<file path="src/rtl/operand_forward_unit.sv">
// Operand forwarding and load-use hazard unit for a 5-stage ID/EX/MEM/WB pipeline.
// Tracks in-flight destinations, registers per-channel forward selects into EX, and counts stall cycles.
module operand_forward_unit #(
    parameter int DATA_W     = 32,
    parameter int REG_ADDR_W = 4,
    parameter int NUM_SRC    = 2,
    parameter int ZERO_REG   = 0,
    parameter int CNT_W      = 16
) (
    input  logic                          clk,
    input  logic                          rst,
    input  logic                          id_valid,
    input  logic [NUM_SRC*REG_ADDR_W-1:0] id_src_addr,
    input  logic [NUM_SRC-1:0]            id_src_used,
    input  logic [REG_ADDR_W-1:0]         id_dst_addr,
    input  logic                          id_dst_we,
    input  logic                          id_is_load,
    input  logic                          flush,
    input  logic [NUM_SRC*DATA_W-1:0]     ex_rf_data,
    input  logic [NUM_SRC*DATA_W-1:0]     ex_alt_data,
    input  logic [NUM_SRC-1:0]            ex_alt_sel,
    input  logic [DATA_W-1:0]             ex_mem_result,
    input  logic [DATA_W-1:0]             mem_wb_result,
    output logic                          stall,
    output logic [NUM_SRC*DATA_W-1:0]     ex_op,
    output logic [NUM_SRC*2-1:0]          ex_fwd_sel,
    output logic [CNT_W-1:0]              stall_cnt
);

    localparam logic [1:0] SEL_RF  = 2'b00;
    localparam logic [1:0] SEL_MEM = 2'b01;
    localparam logic [1:0] SEL_WB  = 2'b10;
    localparam logic [1:0] SEL_ALT = 2'b11;

    localparam logic [CNT_W-1:0] CNT_ONE = {{(CNT_W-1){1'b0}}, 1'b1};

    logic                  r_ex_valid;
    logic [REG_ADDR_W-1:0] r_ex_dst;
    logic                  r_ex_we;
    logic                  r_ex_load;
    logic                  r_mem_valid;
    logic [REG_ADDR_W-1:0] r_mem_dst;
    logic                  r_mem_we;
    logic                  r_mem_load;
    logic [NUM_SRC*2-1:0]  r_sel;
    logic [CNT_W-1:0]      r_stall_cnt;

    logic [NUM_SRC-1:0]    w_match_ex;
    logic [NUM_SRC-1:0]    w_match_mem;
    logic [NUM_SRC-1:0]    w_hazard;
    logic [NUM_SRC*2-1:0]  w_sel_id;
    logic                  w_advance;

    genvar gi;
    generate
        for (gi = 0; gi < NUM_SRC; gi++) begin : g_ch
            logic [REG_ADDR_W-1:0] w_src;
            logic                  w_is_zero;
            logic [1:0]            w_sel_ex;
            logic [DATA_W-1:0]     w_rf;
            logic [DATA_W-1:0]     w_alt;

            assign w_src     = id_src_addr[gi*REG_ADDR_W +: REG_ADDR_W];
            // A hard-wired zero register never produces a hazard or a forward.
            assign w_is_zero = (ZERO_REG != 0) && (w_src == '0);

            assign w_match_ex[gi]  = ~w_is_zero & r_ex_valid  & r_ex_we  & (r_ex_dst  == w_src);
            assign w_match_mem[gi] = ~w_is_zero & r_mem_valid & r_mem_we & (r_mem_dst == w_src);
            assign w_hazard[gi]    = id_src_used[gi] & w_match_ex[gi] & r_ex_load;

            // The EX producer is newer than the MEM producer, so it wins.
            assign w_sel_id[gi*2 +: 2] = w_match_ex[gi]  ? SEL_MEM :
                                         w_match_mem[gi] ? SEL_WB  : SEL_RF;

            assign w_sel_ex = ex_alt_sel[gi] ? SEL_ALT : r_sel[gi*2 +: 2];
            assign w_rf     = ex_rf_data[gi*DATA_W +: DATA_W];
            assign w_alt    = ex_alt_data[gi*DATA_W +: DATA_W];

            assign ex_fwd_sel[gi*2 +: 2]   = w_sel_ex;
            assign ex_op[gi*DATA_W +: DATA_W] = (w_sel_ex == SEL_ALT) ? w_alt         :
                                                (w_sel_ex == SEL_MEM) ? ex_mem_result :
                                                (w_sel_ex == SEL_WB)  ? mem_wb_result : w_rf;
        end
    endgenerate

    // A flush outranks a load-use stall: the dependent instruction is being killed anyway.
    assign stall     = id_valid & ~flush & (|w_hazard);
    assign w_advance = id_valid & ~stall & ~flush;
    assign stall_cnt = r_stall_cnt;

    always_ff @(posedge clk) begin
        if (rst) begin
            r_ex_valid  <= 1'b0;
            r_ex_dst    <= '0;
            r_ex_we     <= 1'b0;
            r_ex_load   <= 1'b0;
            r_mem_valid <= 1'b0;
            r_mem_dst   <= '0;
            r_mem_we    <= 1'b0;
            r_mem_load  <= 1'b0;
            r_sel       <= '0;
            r_stall_cnt <= '0;
        end else begin
            r_ex_valid  <= w_advance;
            r_ex_dst    <= id_dst_addr;
            r_ex_we     <= w_advance & id_dst_we;
            r_ex_load   <= w_advance & id_is_load;
            r_mem_valid <= r_ex_valid;
            r_mem_dst   <= r_ex_dst;
            r_mem_we    <= r_ex_we;
            r_mem_load  <= r_ex_load;
            // Bubbles (stall, flush or no instruction) carry an RF select.
            r_sel       <= w_advance ? w_sel_id : '0;
            if (stall && (r_stall_cnt != '1)) begin
                r_stall_cnt <= r_stall_cnt + CNT_ONE;
            end
        end
    end

endmodule

</file>
<file path="config.mk">
export PLATFORM = sky130hd
export DESIGN_NAME = operand_forward_unit
export DESIGN_NICKNAME = d
export VERILOG_FILES = /design/src/rtl/operand_forward_unit.sv
export SDC_FILE = /design/constraint.sdc
export NUM_CORES = 1
export LEC_CHECK = 0
export ABC_AREA = 1
export CAP_MARGIN = 30
export CORE_AREA = 2 2 117 119
export CTS_CLUSTER_SIZE = 25
export DETAILED_ROUTE_END_ITERATION = 12
export DIE_AREA = 0 0 119 121
export GPL_TIMING_DRIVEN = 0
export PLACE_DENSITY = 0.67
export SLEW_MARGIN = 20
export SYNTH_ARGS = -nofsm -noshare
export SYNTH_HDL_FRONTEND = slang
export SYNTH_SLANG_ARGS = --single-unit
export TNS_END_PERCENT = 50
</file>
<file path="constraint.sdc">
create_clock -name clk -period 4.5 [get_ports clk]
set_input_delay 0.9 -clock clk [delete_from_list [all_inputs] [get_ports clk]]
set_output_delay 0.9 -clock clk [all_outputs]
set_load 0.05 [all_outputs]
</file>
# ---- Word level (Yosys, flattened, before mapping)
# Index checks and enable logic that the tools add are counted.
dict set report word_totals {
  reg_bits 33
  latch_bits 0
  ram_bits 0
  romBits 0
  input_bits 214
  n_memories 0
}
dict set report op_classes {
  addsub 1
  mul 0
  div 0
  magnitude_cmp 0
  eq_ne 11
  n_shift 0
  muxes 12
  n_bitwise 19
  n_reduce_logical 5
}
# operator count
set op_table {}
lappend op_table {{two-way mux 32 bit} 6}
lappend op_table {{adder 16 x 1 -> 16 bit (second input constant)} 1}
lappend op_table {{bitwise AND 1 bit} 16}
lappend op_table {{equality test 4 bit} 4}
lappend op_table {{inequality test 16 bit (second input constant)} 1}
lappend op_table {{equality test 2 bit (second input constant)} 4}
lappend op_table {{two-way mux 2 bit} 4}
lappend op_table {{OR reduction 3 bit} 2}
lappend op_table {{equality test 2 x 1 -> 1 bit (second input constant)} 2}
lappend op_table {{OR reduction 2 bit} 2}
lappend op_table {{inverter 1 bit} 3}
lappend op_table {{two-way mux 1 bit} 2}
lappend op_table {{logical AND 1 bit} 1}

# ---- Depth between registers and ports, before layout
dict set report logic_depth {
  word_depth 11
  ltp_mapped 11
}

# ---- Worst setup path before layout
# Ideal clock, no wire load.
dict set report synth_path {
  path_type {input port to output port}
  startpoint {input ex_alt_sel[1]}
  endpoint {output ex_op[44]}
  t_arrival_ns 3.034
  required_ns 3.600
  path_slack_ns 0.566
  stages 8
  n_path_buf 1
  cell_sequence {nor2_1 > inv_1 > nor2_1 > inv_2 > clkbuf_1 > o211ai_1 > o21ai_1 > o21ai_0}
}
dict set report synth_between {
  elab_chain_len 5
  elab_cells_between_ends 7
  classes_between {eq/ne (3); mux (4)}
}
# item line
set synth_lines {}
lappend synth_lines {{from (decl)} 21} ;# input logic [NUM_SRC-1:0] ex_alt_sel,
lappend synth_lines {{two-way mux 2 bit *} 75} ;# assign w_sel_ex = ex_alt_sel[gi] ? SEL_ALT : r_sel[gi*2 +: 2];
lappend synth_lines {{net ex_fwd_sel[3]} 26} ;# output logic [NUM_SRC*2-1:0] ex_fwd_sel,
lappend synth_lines {{equality test 2 bit} 82} ;# (w_sel_ex == SEL_WB) ? mem_wb_result : w_rf;
lappend synth_lines {{two-way mux 32 bit} 82}
lappend synth_lines {{two-way mux 32 bit} 81} ;# (w_sel_ex == SEL_MEM) ? ex_mem_result :
lappend synth_lines {{two-way mux 32 bit *} 80} ;# assign ex_op[gi*DATA_W +: DATA_W] = (w_sel_ex == SEL_ALT) ? w_alt :
lappend synth_lines {{to (decl)} 25} ;# output logic [NUM_SRC*DATA_W-1:0] ex_op,
# Mark *: on every way through the listed nets, which the timed path passes. The rest lies on a longest branch.

# ---- Worst setup path in the final report
dict set report layout_path {
  startpoint {input ex_alt_sel[0]}
  endpoint {output ex_op[21]}
}
dict set report layout_between {
  elab_chain_len 5
  elab_cells_between_ends 7
  classes_between {eq/ne (3); mux (4)}
}
# item line
set layout_lines {}
lappend layout_lines {{two-way mux 2 bit *} 75}
lappend layout_lines {{equality test 2 bit} 82}
lappend layout_lines {{two-way mux 32 bit} 82}
lappend layout_lines {{two-way mux 32 bit} 81}
lappend layout_lines {{two-way mux 32 bit *} 80}
# Mark *: on every way between the ends. The rest lies on a longest branch, timed or not.

==> impl_metrics.env <==
export IMPL_multi_input_area_mm2=0.00256
export IMPL_final_cell_mix="clkdlybuf4s50_1 (233), nand2_1 (122), o21ai_0 (72)"
export IMPL_die_area_mm2=0.0144
export IMPL_rrSetupSlack_ns=2.56
export IMPL_drt_total_wl_um=21400
export IMPL_slew_headroom_pct=54.8
export IMPL_place_congestion=0.980
export IMPL_setup_violations=0
export IMPL_rows=42
export IMPL_min_path_type="reg -> reg"
export IMPL_cp_cell_sequence="clkdlybuf4s50_1 > nor2_2 > nand2_1 > clkbuf_1 > o21ai_0 > a21oi_1 > o21ai_1 > dlygate4sd2_1"
export IMPL_vdd_ir_drop_worst_mv=0.168
export IMPL_num_io_pins=299
export IMPL_seq_area_um2=661
export IMPL_area_growth_pct=92.3
export IMPL_max_freq_ghz=0.228
export IMPL_cts_htree_levels=2
export IMPL_layout_commonest_cell="clkdlybuf4s50_1"
export IMPL_grt_pass1_wl_um=32100
export IMPL_clk_pin_slew_ns=0.05
export IMPL_numCtsBuffers=5
export IMPL_grt_use_met1_pct=33.4
export IMPL_cts_sinks=33
export IMPL_initial_utilization_pct=28.1
export IMPL_vias=5818
export IMPL_clkLatencyLatePin_ns=0.28
export IMPL_track_usage_pct=28.4
export IMPL_synthCells=654
export IMPL_ys_ff_latch=33
export IMPL_maxSlewViolCount=0
export IMPL_leakage_uw=0.00315
export IMPL_worst_setup_path_type="in -> out"
export IMPL_cp_max_fo=10
export IMPL_min_from="r_ex_valid"
export IMPL_tightest_slew_ns=0.676
export IMPL_period_needed_ns=4.38
export IMPL_grt_pass1_vias=5595
export IMPL_die_h_um=121
export IMPL_use_met2_pct=50.2
export IMPL_antenna_found_initial=2
export IMPL_cts_tree="yes"
export IMPL_r2r_end="stall_cnt[0]"
export IMPL_maxCapViolations=0
export IMPL_firstDrtPassIters=5
export IMPL_busiest_layer="met2"
export IMPL_outcome="complete, no violations"
export IMPL_worst_clock_skew_ns=0.00564
export IMPL_finalNetCount=1173
export IMPL_grt_max_degree=11
export IMPL_clockBufferDepth=2
export IMPL_syn_num_nets=869
export IMPL_drive_gt1_share_pct=3.97
export IMPL_synth_avg_cell_area_um2=5.63
export IMPL_timing_final_crit_share_pct=97.4
export IMPL_drt_iter0_markers=413
export IMPL_fillers=1337
export IMPL_startpoint_type="input pin"
export IMPL_slowest_stage="dlygate4sd2_1"
export IMPL_critPathMaxStageDelay_ns=0.60
export IMPL_synthesis_area_mm2=0.00368
export IMPL_r2r_cells=10
export IMPL_overflow=0
export IMPL_wl_per_cell_um=18.8
export IMPL_end_kind="primary output"
export IMPL_synth_seq_area_share_pct=17.9
export IMPL_powerDensity_mw_per_mm2=176
export IMPL_ys_warn_count=0
export IMPL_critPathArrivalTime_ns=3.48
export IMPL_hold_depth=2
export IMPL_timing_rr_start="stall_cnt[0]"
export IMPL_vias_per_cell=5.13
export IMPL_rsz0062_at_grt="no"
export IMPL_met3_usage_pct=5.78
export IMPL_required_ns=3.60
export IMPL_root_buffer="clkbuf_16"
export IMPL_finalHoldViolCount=0
export IMPL_cts_hold_buf=0
export IMPL_dp_hpwl_um=16900
export IMPL_drc=0
export IMPL_drtAntennaViolNets=0
export IMPL_hold_worst_slack_ns=0.440
export IMPL_core_area_mm2=0.0131
export IMPL_yosysUniqueCellTypes=28
export IMPL_finalCoreUtilization_pct=54.1
export IMPL_portBuffers=297
export IMPL_min_to="r_mem_valid"
export IMPL_die_w_um=119
how the worst max path moves through the flow:
stage | startpoint | endpoint
2_1_floorplan | ex_alt_sel[1] | ex_op[44]
3_3_place_gp | ex_alt_sel[0] | ex_op[23]
3_5_place_dp | ex_alt_sel[0] | ex_op[12]
4_1_cts | ex_alt_sel[1] | ex_op[44]
5_1_grt | ex_alt_sel[0] | ex_op[13]
6_report | ex_alt_sel[0] | ex_op[21]
synthesized netlist by cell type (all sizes together):
master	number	share of area [%]
a211oi	2	0.41
a21oi	64	9.1
nand4	23	4.3
nand2	124	13
dfxtp	33	18
xnor2	5	1.2
buf	2	0.44
nor2	42	4.9
mux2i	1	0.27
clkbuf	42	4.3
nand3	44	6.1
inv	77	7.9
o21ai	143	19
xor2	10	2.4
o22ai	4	0.68
o211ai	33	6.7
ha	1	0.34
nor3	4	0.82
final cells by class:
class / instances / share of cell area [%]
Buffer: 44 / 2.51
Sequential cell: 33 / 9.34
Clock buffer: 6 / 1.96
Multi-Input combinational cell: 500 / 36.2
Antenna cell: 1 / 0.0354
Tap cell: 176 / 3.11
Timing Repair Buffer: 297 / 42.7
Inverter: 77 / 4.08
Clock inverter: 1 / 0.106
worst max-delay path: cells and delay by family:
kind	cells	cell delay (ns)
AOI/OAI and AO/OA	3	0.44
and+or+nand+nor	2	0.76
buffers and inverters	3	1.38
where the power goes:
| group | switching, µW | total [µW] | leakage, µW | internal, µW |
|---|---|---|---|---|
| clock | 120 | 337 | 0.0000690 | 217 |
| sequential | 3.69 | 301 | 0.000268 | 297 |
| combinational | 335 | 610 | 0.00281 | 275 |
stage by stage:
stage          instance area (µm²)  TNS, ns  setup slack, ns  cells  total power [µW]
2_1_floorplan                 3680        0            0.566    654               603
3_3_place_gp                  6870    -2.31           -0.186   1127               928
3_5_place_dp                  6870    -2.57           -0.167   1127               930
4_1_cts                       6990        0          0.00249   1134              1260
5_1_grt                       7080        0          0.00267   1135              1300
6_report                      7080        0            0.118   1135              1250
registers in the layout, indices dropped and copies added (netlist names):
signal / cells
stall_cnt: 16
r_mem_dst: 4
r_ex_dst: 4
r_mem_we: 1
r_ex_we: 1
r_ex_valid: 1
r_mem_valid: 1
r_sel: 4
r_ex_load: 1
what timing repair did:
| item | CTS | global route |
|---|---|---|
| endpoints found under the hold margin | 0 | 0 |
| resized for setup | 30 | 43 |
| buffers inserted | 0 | 0 |
| setup endpoints to repair | 29 | 38 |
routing by layer:
metal | up-vias | part of all wire [%]
met4 | 0 | 3.8
li1 | 2845 | -
met2 | 247 | 49
met5 | - | 0
met3 | 51 | 6.7
met1 | 2675 | 40
cells by family after synthesis:
group | after synthesis | synth area share, %
AOI/OAI and AO/OA | 246 | 36.4
xor gates and xnor gates | 15 | 3.57
and+or+nand+nor | 237 | 28.9
DFF | 33 | 17.9
muxes | 1 | 0.272
buffers and inverters | 121 | 12.6
adders and majority gates | 1 | 0.340
(Power assumes the default switching activity.)
